[config.mk]
export PLATFORM = sky130hd
export DESIGN_NAME = fifo_burst_reader
export DESIGN_NICKNAME = d
export VERILOG_FILES = /design/src/rtl/fifo_rd_pkg.sv /design/src/rtl/rd_skid_buf.sv /design/src/rtl/fifo_burst_reader.sv
export SDC_FILE = /design/constraint.sdc
export NUM_CORES = 1
export LEC_CHECK = 0
export CORE_AREA = 2 2 84 54
export DETAILED_ROUTE_END_ITERATION = 10
export DIE_AREA = 0 0 86 56
export PLACE_DENSITY = 0.82
export SLEW_MARGIN = 25
export SYNTH_ARGS = -nofsm -noshare
export SYNTH_HDL_FRONTEND = slang
export SYNTH_SLANG_ARGS = --single-unit
[constraint.sdc]
create_clock -name clk -period 7.5 [get_ports clk]
set_clock_uncertainty 0.15 [all_clocks]
set_input_delay 1.125 -clock clk [delete_from_list [all_inputs] [get_ports clk]]
set_output_delay 1.125 -clock clk [all_outputs]
set_load 0.03 [all_outputs]
[src/rtl/fifo_rd_pkg.sv]
// Shared definitions for fifo_burst_reader: FSM state encoding and default widths.
package fifo_rd_pkg;

   localparam int unsigned DEF_DATA_WIDTH  = 8;
   localparam int unsigned DEF_LEN_WIDTH   = 8;
   localparam int unsigned BUF_CNT_WIDTH   = 2;
   localparam int unsigned STALL_CNT_WIDTH = 16;

   typedef enum logic [1:0] {
      IDLE  = 2'd0,
      RUN   = 2'd1,
      DRAIN = 2'd2,
      DONE  = 2'd3
   } rd_state_t;

endpackage

[src/rtl/rd_skid_buf.sv]
// Two-entry in-order buffer between the FIFO read port and the output stream.
// Each entry carries the data word plus its end-of-burst flag in the MSB.
module rd_skid_buf
   import fifo_rd_pkg::*;
#(
   parameter int unsigned WIDTH = DEF_DATA_WIDTH + 1
)(
   input  logic                     clk,
   input  logic                     rst,
   input  logic                     i_push,
   input  logic [WIDTH-1:0]         i_din,
   input  logic                     i_pop,
   output logic [WIDTH-1:0]         o_dout,
   output logic [BUF_CNT_WIDTH-1:0] o_count
);

   logic [WIDTH-1:0]         r_mem [2];
   logic                     r_wptr;
   logic                     r_rptr;
   logic [BUF_CNT_WIDTH-1:0] r_count;

   // Push and pop may coincide; occupancy then stays put while both pointers advance.
   always_ff @(posedge clk or posedge rst) begin
      if (rst) begin
         r_mem[0] <= '0;
         r_mem[1] <= '0;
         r_wptr   <= 1'b0;
         r_rptr   <= 1'b0;
         r_count  <= '0;
      end else begin
         if (i_push) begin
            r_mem[r_wptr] <= i_din;
            r_wptr        <= ~r_wptr;
         end
         if (i_pop) begin
            r_rptr <= ~r_rptr;
         end
         case ({i_push, i_pop})
            2'b10:   r_count <= r_count + BUF_CNT_WIDTH'(1);
            2'b01:   r_count <= r_count - BUF_CNT_WIDTH'(1);
            default: r_count <= r_count;
         endcase
      end
   end

   assign o_dout  = r_mem[r_rptr];
   assign o_count = r_count;

endmodule

[src/rtl/fifo_burst_reader.sv]
// Reads a burst of len words from a synchronous FIFO and streams them out with valid/ready/last.
// Optional BURST_RD_STATS_EN adds stall_cnt, the number of output back-pressure cycles.
module fifo_burst_reader
   import fifo_rd_pkg::*;
#(
   parameter int unsigned DATA_WIDTH = DEF_DATA_WIDTH,
   parameter int unsigned LEN_WIDTH  = DEF_LEN_WIDTH
)(
   input  logic                  clk,
   input  logic                  rst,
   input  logic                  start,
   input  logic [LEN_WIDTH-1:0]  len,
   output logic                  busy,
   output logic                  done,
   output logic                  fifo_rd_en,
   input  logic [DATA_WIDTH-1:0] fifo_dout,
   input  logic                  fifo_empty,
   output logic [DATA_WIDTH-1:0] m_data,
   output logic                  m_valid,
   output logic                  m_last,
   input  logic                  m_ready
`ifdef BURST_RD_STATS_EN
   ,
   output logic [STALL_CNT_WIDTH-1:0] stall_cnt
`endif
);

   rd_state_t                r_state;
   rd_state_t                w_state_nxt;
   logic [LEN_WIDTH-1:0]     r_len;
   logic [LEN_WIDTH-1:0]     r_issued;
   logic                     r_inflight;
   logic                     r_inflight_last;
   logic                     w_start_ok;
   logic                     w_last_issue;
   logic                     w_pop;
   logic                     w_rd_en;
   logic [BUF_CNT_WIDTH-1:0] w_buf_cnt;
   logic [BUF_CNT_WIDTH-1:0] w_occ;
   logic [DATA_WIDTH:0]      w_head;

   assign w_start_ok   = (r_state == IDLE) && start;
   assign w_last_issue = (r_issued == r_len - LEN_WIDTH'(1));
   assign w_pop        = m_valid && m_ready;
   // Occupancy credit counts this cycle's pop so a steady stream can read every cycle.
   assign w_occ        = w_buf_cnt + BUF_CNT_WIDTH'(r_inflight) - BUF_CNT_WIDTH'(w_pop);

   always_ff @(posedge clk or posedge rst) begin
      if (rst) begin
         r_state <= IDLE;
      end else begin
         r_state <= w_state_nxt;
      end
   end

   always_comb begin
      w_state_nxt = r_state;
      w_rd_en     = 1'b0;
      case (r_state)
         IDLE: begin
            if (start) begin
               w_state_nxt = (len != '0) ? RUN : DONE;
            end
         end
         RUN: begin
            w_rd_en = !fifo_empty && (w_occ < BUF_CNT_WIDTH'(2));
            if (w_rd_en && w_last_issue) begin
               w_state_nxt = DRAIN;
            end
         end
         DRAIN: begin
            if (w_pop && m_last) begin
               w_state_nxt = DONE;
            end
         end
         DONE: begin
            w_state_nxt = IDLE;
         end
         default: begin
            w_state_nxt = IDLE;
         end
      endcase
   end

   // Issue counter wraps modulo 2^LEN_WIDTH; the final read is tagged as it is issued.
   always_ff @(posedge clk or posedge rst) begin
      if (rst) begin
         r_len           <= '0;
         r_issued        <= '0;
         r_inflight      <= 1'b0;
         r_inflight_last <= 1'b0;
      end else begin
         r_inflight      <= w_rd_en;
         r_inflight_last <= w_rd_en && w_last_issue;
         if (w_start_ok) begin
            r_len    <= len;
            r_issued <= '0;
         end else if (w_rd_en) begin
            r_issued <= r_issued + LEN_WIDTH'(1);
         end
      end
   end

   rd_skid_buf #(
      .WIDTH (DATA_WIDTH + 1)
   ) u_buf (
      .clk     (clk),
      .rst     (rst),
      .i_push  (r_inflight),
      .i_din   ({r_inflight_last, fifo_dout}),
      .i_pop   (w_pop),
      .o_dout  (w_head),
      .o_count (w_buf_cnt)
   );

   assign busy       = (r_state != IDLE);
   assign done       = (r_state == DONE);
   assign fifo_rd_en = w_rd_en;
   assign m_valid    = (w_buf_cnt != '0);
   assign m_data     = w_head[DATA_WIDTH-1:0];
   assign m_last     = m_valid && w_head[DATA_WIDTH];

`ifdef BURST_RD_STATS_EN
   logic [STALL_CNT_WIDTH-1:0] r_stall_cnt;

   // Saturating back-pressure counter, restarted by each accepted burst.
   always_ff @(posedge clk or posedge rst) begin
      if (rst) begin
         r_stall_cnt <= '0;
      end else if (w_start_ok) begin
         r_stall_cnt <= '0;
      end else if (m_valid && !m_ready && (r_stall_cnt != '1)) begin
         r_stall_cnt <= r_stall_cnt + STALL_CNT_WIDTH'(1);
      end
   end

   assign stall_cnt = r_stall_cnt;
`endif

endmodule

==> results of run 1 <==
power groups by stage:
stage | combinational, mW | sequential (mW) | clock, mW
final | 0.573 | 0.408 | 0.153
after global routing | 0.627 | 0.423 | 0.167
after CTS | 0.577 | 0.408 | 0.156
after detailed placement | 0.572 | 0.411 | 0
after global placement | 0.556 | 0.403 | 0
after floorplan | 0.440 | 0.374 | 0
critical path, stage by stage:
cell and delay (ps):
clkdlybuf4s50_1 400, o21ai_0 160, inv_1 140, ha_1 290, nor2b_1 140, xnor2_1 120, nor3b_2 460, clkdlybuf4s50_1 770
layout by cell type, fill, tap and decap left out, types with 5 or more instances in the layout:
master            n
clkbuf_8          6
inv_1            10
nand3_1           5
ha_1              9
nor2_1           20
dfrtp_1          42
nand2_1           5
clkdlybuf4s50_1  33
xor2_1            8
mux2_2           32
xnor2_1          14
metal layers:
layer / wire [µm] / share of wire [%] / GRT usage, %
met5: 0 / 0 / 0
met4: 29 / 0.65 / 5.44
met3: 234 / 5.2 / 4.60
met2: 1940 / 43 / 28.6
met1: 2270 / 51 / 31.9
cells by family after synthesis:
family	Yosys count
AOI/OAI and AO/OA	18
xor gates and xnor gates	22
buffers and inverters	13
DFF	42
and+or+nand+nor	58
adders and majority gates	9
muxes	34
sequential cells by signal, indices dropped and copies added, names as in the netlist:
signal / flops
u_buf.r_mem: 18
r_issued: 8
r_len: 8
r_state: 2
u_buf.o_count: 2
r_inflight: 1
r_inflight_last: 1
u_buf.r_rptr: 1
u_buf.r_wptr: 1
path summary, 6_finish.rpt:
path	depth (start not counted)	start	end
setup / recovery	8	m_ready	fifo_rd_en
hold / removal	1	u_buf.r_wptr	u_buf.r_wptr
setup reg to reg	9	u_buf.o_count[0]	r_issued[7]
hold reg to reg	1	u_buf.r_wptr	u_buf.r_wptr
max in group asynchronous	3	rst	u_buf.r_mem[8]
min in group asynchronous	3	rst	r_issued[3]
final cells by class:
cell class                 count  area share (%)
clock buffer                   6            3.03
tap                           50            2.29
clock inverter                 2           0.459
multi-input combinational    141            42.0
sequential                    42            38.5
timing repair buffer          34            12.4
inverter                      10            1.38
metrics by stage:
stage	area [µm²]	util, %	hold slack, ps
6_report	2730	68.5	349
3_3_place_gp	2630	66.1	328
5_1_grt	2730	68.5	375
3_5_place_dp	2630	66.1	334
2_1_floorplan	2250	-	313
4_1_cts	2730	68.5	351
==> out/qor.csv, run 1 <==
stage,metric,value,unit
status,status,finished clean,
synthesis,simple-gate share of the synthesized area,14.4,%
clock_tree,Worst-path clk slew,80,ps
placed_design,number of port buffers,33,
sta,post-layout min period,4890,ps
synthesis,post-synthesis mux area share,16.9,%
sta,Slew headroom,44.6,%
synthesis,Post-synth EDFFs,0,
drt,1st-iter DRT viols,97,
clock_tree,CTS tree,built,
drt,drt via density,5.61,
final_layout,fraction of layout cells with a size suffix above 1,20.9,%
power,Gate power share,50.5,%
clock_tree,CTS resizes,0,
synthesis,adder-cell share of the synthesized area,5.01,%
synthesis,XOR/XNOR share of the synthesized area,8.58,%
final_layout,area grow syn2layout,21.5,%
setup_path,Crit. End Element,output pin,
sta,Slew @ Worst Pin,829,ps
grt,Tot GR Track Use,20.5,%
setup_path,CP max FO,7,
power,cell internal pwr,676,µW
clock_tree,clock root cell,clkbuf_8,
die,die height,56,µm
power,clock power share,13.5,%
clock_tree,Max Root-Sink Buffers,2,
die,die footprint,4820,µm²
grt,largest net degree at the start of global routing,43,
synthesis,top-count cell post-synth,dfrtp_1,
sta,final hold viol count,0,
drt,Routed Antenna Nets,0,
job,max cap viols,0,
synthesis,ys flop type,dfrtp_1,
sta,RSZ-0062 raised after global routing,false,
synthesis,Ys Warns,0,
synthesis,"FFs w/ async S/R, synth",100,%
final_layout,multi-input logic area,1140,µm²
placed_design,placed insts,277,
sta,final slew viol count,0,
power,Peak VDD IR,0.231,mV
grt,vias in the first global route,1600,
synthesis,unique cell type count in the Yosys netlist,41,
clock_tree,CTS H-tree lvls,2,
synthesis,post-synthesis cell count,196,
setup_path,kind of critical path,in2out,
power,Sequential Power Share,36.0,%
clock_tree,CTS buffer count,5,
power,Final Total Pwr,1.13,mW
sta,Final Worst Setup Slack,2610,ps
synthesis,Post-Syn Area,2250,µm²
final_layout,fin cells,285,
clock_tree,Post-CTS Setup Bufs,0,
synthesis,post-synthesis sequential element count,42,
sta,Fmax,205,MHz
die,core outline area,3990,µm²
final_layout,nets,264,
power,sw frac,40.4,%
final_layout,Fill cells,322,
sta,Final TNS setup,0,ps
die,Die X,86,µm
setup_path,R2R Setup Slk,4620,ps
synthesis,post-synth top area cell,dfrtp_1,
drt,DR vias,1598,
setup_path,Critical Path AT,3610,ps
synthesis,"top cells by area, synth","dfrtp_1 (47%), mux2_2 (16%), xnor2_1 (5.5%)",
final_layout,Reg area,1050,µm²
clock_tree,clock sink count,42,
grt,first-pass GRT wire length,7780,µm
power,Net Sw Power,459,µW
clock_tree,CTS Hold Buffers Added,0,
sta,Final period util,65.2,%
synthesis,Post-synth top cells,"dfrtp_1 (42), mux2_2 (32), nor2_1 (20), xnor2_1 (14), inv_1 (10)",
synthesis,Syn Area/Cell,11.5,µm²
drt,DR DRC count,0,
die,Row Count,18,
clock_tree,Worst-Skew Late Latency,290,ps
grt,antenna violations before repair,0,
synthesis,top cell type's share of synthesized area,46.8,%
placed_design,hpwl dp,3320,µm
synthesis,register area share after synthesis,46.8,%
drt,DRT Pass-1 Iters,4,
die,# IOs,34,
setup_path,worst path required time,6220,ps
synthesis,syn_nets,226,
power,leakage,1.16,nW
final_layout,Antenna Cells,0,
setup_path,CP startpoint kind,primary input,
sta,setup violators final,0,
placed_design,dpl ws,2590,ps
placed_design,Final GP Congestion,0.785,
power,Pwr Density,416,nW/µm²
drt,Avg WL per Cell,15.7,µm
grt,Congestion Overflow GR,0,
die,initial core utilization,56.3,%
synthesis,largest family of logic cells by synthesized area,multiplexers,
worst_hold_path,worst min path class,reg2reg,
drt,Total Wirelength,4470,µm
synthesis,fraction of the mapped netlist area in compound gates,6.07,%
No activity file was read; power rests on OpenSTA's default activity.
==> run 2: changes to the inputs <==
CORE_AREA = 2 2 92 58   (was 2 2 84 54)
DIE_AREA = 0 0 94 60   (was 0 0 86 56)
PLACE_DENSITY = 0.74   (was 0.82)
clock period = 4.1 ns   (was 7.5 ns; I/O delays follow)
==> run 2 against run 1 <==
  * Non-clock buffer count increased by 1
  * Routed wire length decreased by 3.3%
  * Register-to-register slack got worse by 3400 ps
  * Hold slack got worse by 8.9 ps
  * Sequential power increased by 81%
  * Global-route usage decreased by 3.4 points
  * Largest cell class unchanged
  * Via count decreased by 0.88%
  * Count of clock-buffer cells in the layout decreased by 1
  * Core utilization decreased by 12 points
  * Clock power increased by 61%
  * Die area increased by 17%
  * Power increased by 80%
==> out/qor.csv, run 2 (same netlist as run 1, synthesis figures left out) <==
stage,metric,value,unit,change
status,status,finished clean,,
clock_tree,CTS Hold Buffers Added,0,,unchanged
clock_tree,Worst-path clk slew,70,ps,about the same
job,max cap viols,0,,unchanged
final_layout,area grow syn2layout,22.0,%,
sta,RSZ-0062 raised after global routing,false,,
die,# IOs,34,,unchanged
setup_path,CP max FO,3,,-4
grt,vias in the first global route,1470,,-8.1%
die,core outline area,4880,µm²,+22%
drt,metal2 WL,1680,µm,-14%
final_layout,Reg area,1050,µm²,unchanged
die,Row Count,20,,+2
sta,Slew @ Worst Pin,854,ps,+25.1 ps
sta,final slew viol count,0,,unchanged
drt,DR DRC count,0,,unchanged
drt,1st-iter DRT viols,114,,+18%
clock_tree,CTS H-tree lvls,2,,unchanged
die,die footprint,5640,µm²,+17%
setup_path,Critical Path AT,2850,ps,-760 ps
grt,first-pass GRT wire length,7190,µm,-7.6%
drt,WL met1,2380,µm,+4.8%
placed_design,Final GP Congestion,0.813,,+3.7%
final_layout,Fill cells,419,,+30%
grt,largest net degree at the start of global routing,26,,-40%
sta,Final TNS setup,0,ps,unchanged
grt,Tot GR Track Use,17.1,%,-3.4 points
final_layout,fraction of layout cells with a size suffix above 1,21.3,%,+0.43 points
clock_tree,Worst-Skew Late Latency,290,ps,about the same
die,die height,60,µm,+7.1%
final_layout,nets,265,,+0.38%
drt,DRT Pass-1 Iters,4,,unchanged
final_layout,multi-input logic area,1140,µm²,unchanged
drt,Total Wirelength,4330,µm,-3.3%
drt,Met3 Routed Length,209,µm,-11%
setup_path,kind of critical path,in2out,,
die,initial core utilization,46.0,%,-10 points
clock_tree,clock sink count,42,,unchanged
drt,DR vias,1584,,-0.88%
placed_design,hpwl dp,3220,µm,-3.0%
drt,max layer used,met4,,
final_layout,top flop regs,"u_buf.r_mem (18), r_issued (8), r_len (8)",,
power,leakage,1.16,nW,about the same
grt,Congestion Overflow GR,0,,unchanged
power,Pwr Density,745,nW/µm²,+79%
final_layout,"commonest cells after routing, fill and taps aside","dfrtp_1 (42), clkdlybuf4s50_1 (33), mux2_2 (32)",,
final_layout,max reg flops,18,,unchanged
clock_tree,Max Root-Sink Buffers,2,,unchanged
sta,setup violators final,0,,unchanged
setup_path,CP max stage cell,clkdlybuf4s50_1,,
grt,antenna violations before repair,0,,unchanged
final_layout,"commonest non-fill, non-tap cell in the layout",dfrtp_1,,
final_layout,Largest Register,u_buf.r_mem,,
drt,drt via density,5.26,,-6.1%
clock_tree,clock root cell,clkbuf_8,,
placed_design,number of port buffers,33,,unchanged
clock_tree,CTS buffer count,5,,unchanged
setup_path,Crit. End Element,output pin,,
final_layout,Antenna Cells,0,,unchanged
sta,Final Worst Setup Slack,485,ps,-2130 ps
power,Final Total Pwr,2.04,mW,+80%
sta,final hold viol count,0,,unchanged
die,Die X,94,µm,+9.3%
power,Peak VDD IR,0.275,mV,+19%
worst_hold_path,worst min path class,reg2reg,,
setup_path,worst path required time,3340,ps,-2880 ps
sta,Final period util,88.2,%,
sta,Slew headroom,42.9,%,-1.7 points
setup_path,CP Cell Sequence,clkdlybuf4s50_1 > o21ai_0 > inv_1 > ha_1 > xnor2_1 > xnor2_1 > nor3b_2 > clkdlybuf4s50_1,,
setup_path,CP startpoint kind,primary input,,
clock_tree,Post-CTS Setup Bufs,0,,unchanged
final_layout,Finished Core Util,56.2,%,-12 points
clock_tree,CTS resizes,0,,unchanged
drt,Avg WL per Cell,14.4,µm,-8.4%
setup_path,CP peak stage delay,700,ps,-70 ps
drt,Routed Antenna Nets,0,,unchanged
sta,Fmax,277,MHz,
sta,post-layout min period,3620,ps,
clock_tree,CTS tree,built,,
placed_design,dpl ws,488,ps,-2110 ps
run 2: cell types whose count changed in the layout (fill, tap and decap cells not counted):
cell,change
inv_2,+1
buf_4,+1
clkinvlp_4,-1
clkbuf_8,-1
inv_1,-1
clkinv_2,+1
run 2: final timing paths:
| check | startpoint | endpoint | slack (ps) | depth (start not counted) |
|---|---|---|---|---|
| setup reg to reg | u_buf.o_count[0] | r_issued[7] | 1260 | 9 |
| max in group asynchronous | rst | u_buf.r_mem[16] | 2650 | 3 |
| min in group asynchronous | rst | r_issued[1] | 520 | 2 |
| setup / recovery | m_ready | fifo_rd_en | 480 | 8 |
| hold / removal | u_buf.r_wptr | u_buf.r_wptr | 340 | 1 |
| hold reg to reg | u_buf.r_wptr | u_buf.r_wptr | 340 | 1 |
run 2: area by class of cell:
cell class,count,share of cell area (%)
Multi-Input combinational cell,141,41.8
Sequential cell,42,38.4
Timing Repair Buffer,35,12.6
Tap cell,66,3.01
Clock buffer,5,2.51
Inverter,10,1.37
Clock inverter,2,0.365
run 2: metal layers:
layer / up-vias / track usage (%)
li1: 767 / -
met1: 774 / 27.5
met3: 7 / 4.16
met5: - / 0
met4: 0 / 7.04
met2: 36 / 21.4
run 2: metrics by stage:
stage                     cells  hold slack (ps)  instance area [µm²]
after global routing        301              376                 2740
after detailed placement    294              331                 2660
after floorplan             196              313                 2250
after global placement      294              327                 2660
final                       301              340                 2740
after CTS                   301              345                 2740
run 2: power breakdown:
group	switching (mW)	internal, mW	leakage [nW]	total [mW]
clock	0.133	0.114	0.0438	0.247
sequential	0.161	0.579	0.523	0.739
combinational	0.530	0.525	0.595	1.06
run 2: worst max-delay path, delay by kind of cell:
family	cells	cell delay, ps
buffers and inverters	3	1220
XOR/XNOR	2	390
AND/OR/NAND/NOR	1	240
adder cells (fa/ha/maj)	1	210
AO/OA/AOI/OAI	1	180
==> run 3: changes to the inputs <==
SKIP_CTS_REPAIR_TIMING = 1   (was unset)
==> results of run 3 <==
Same layout as run 2: the final DEF is identical, and so are final timing and power.
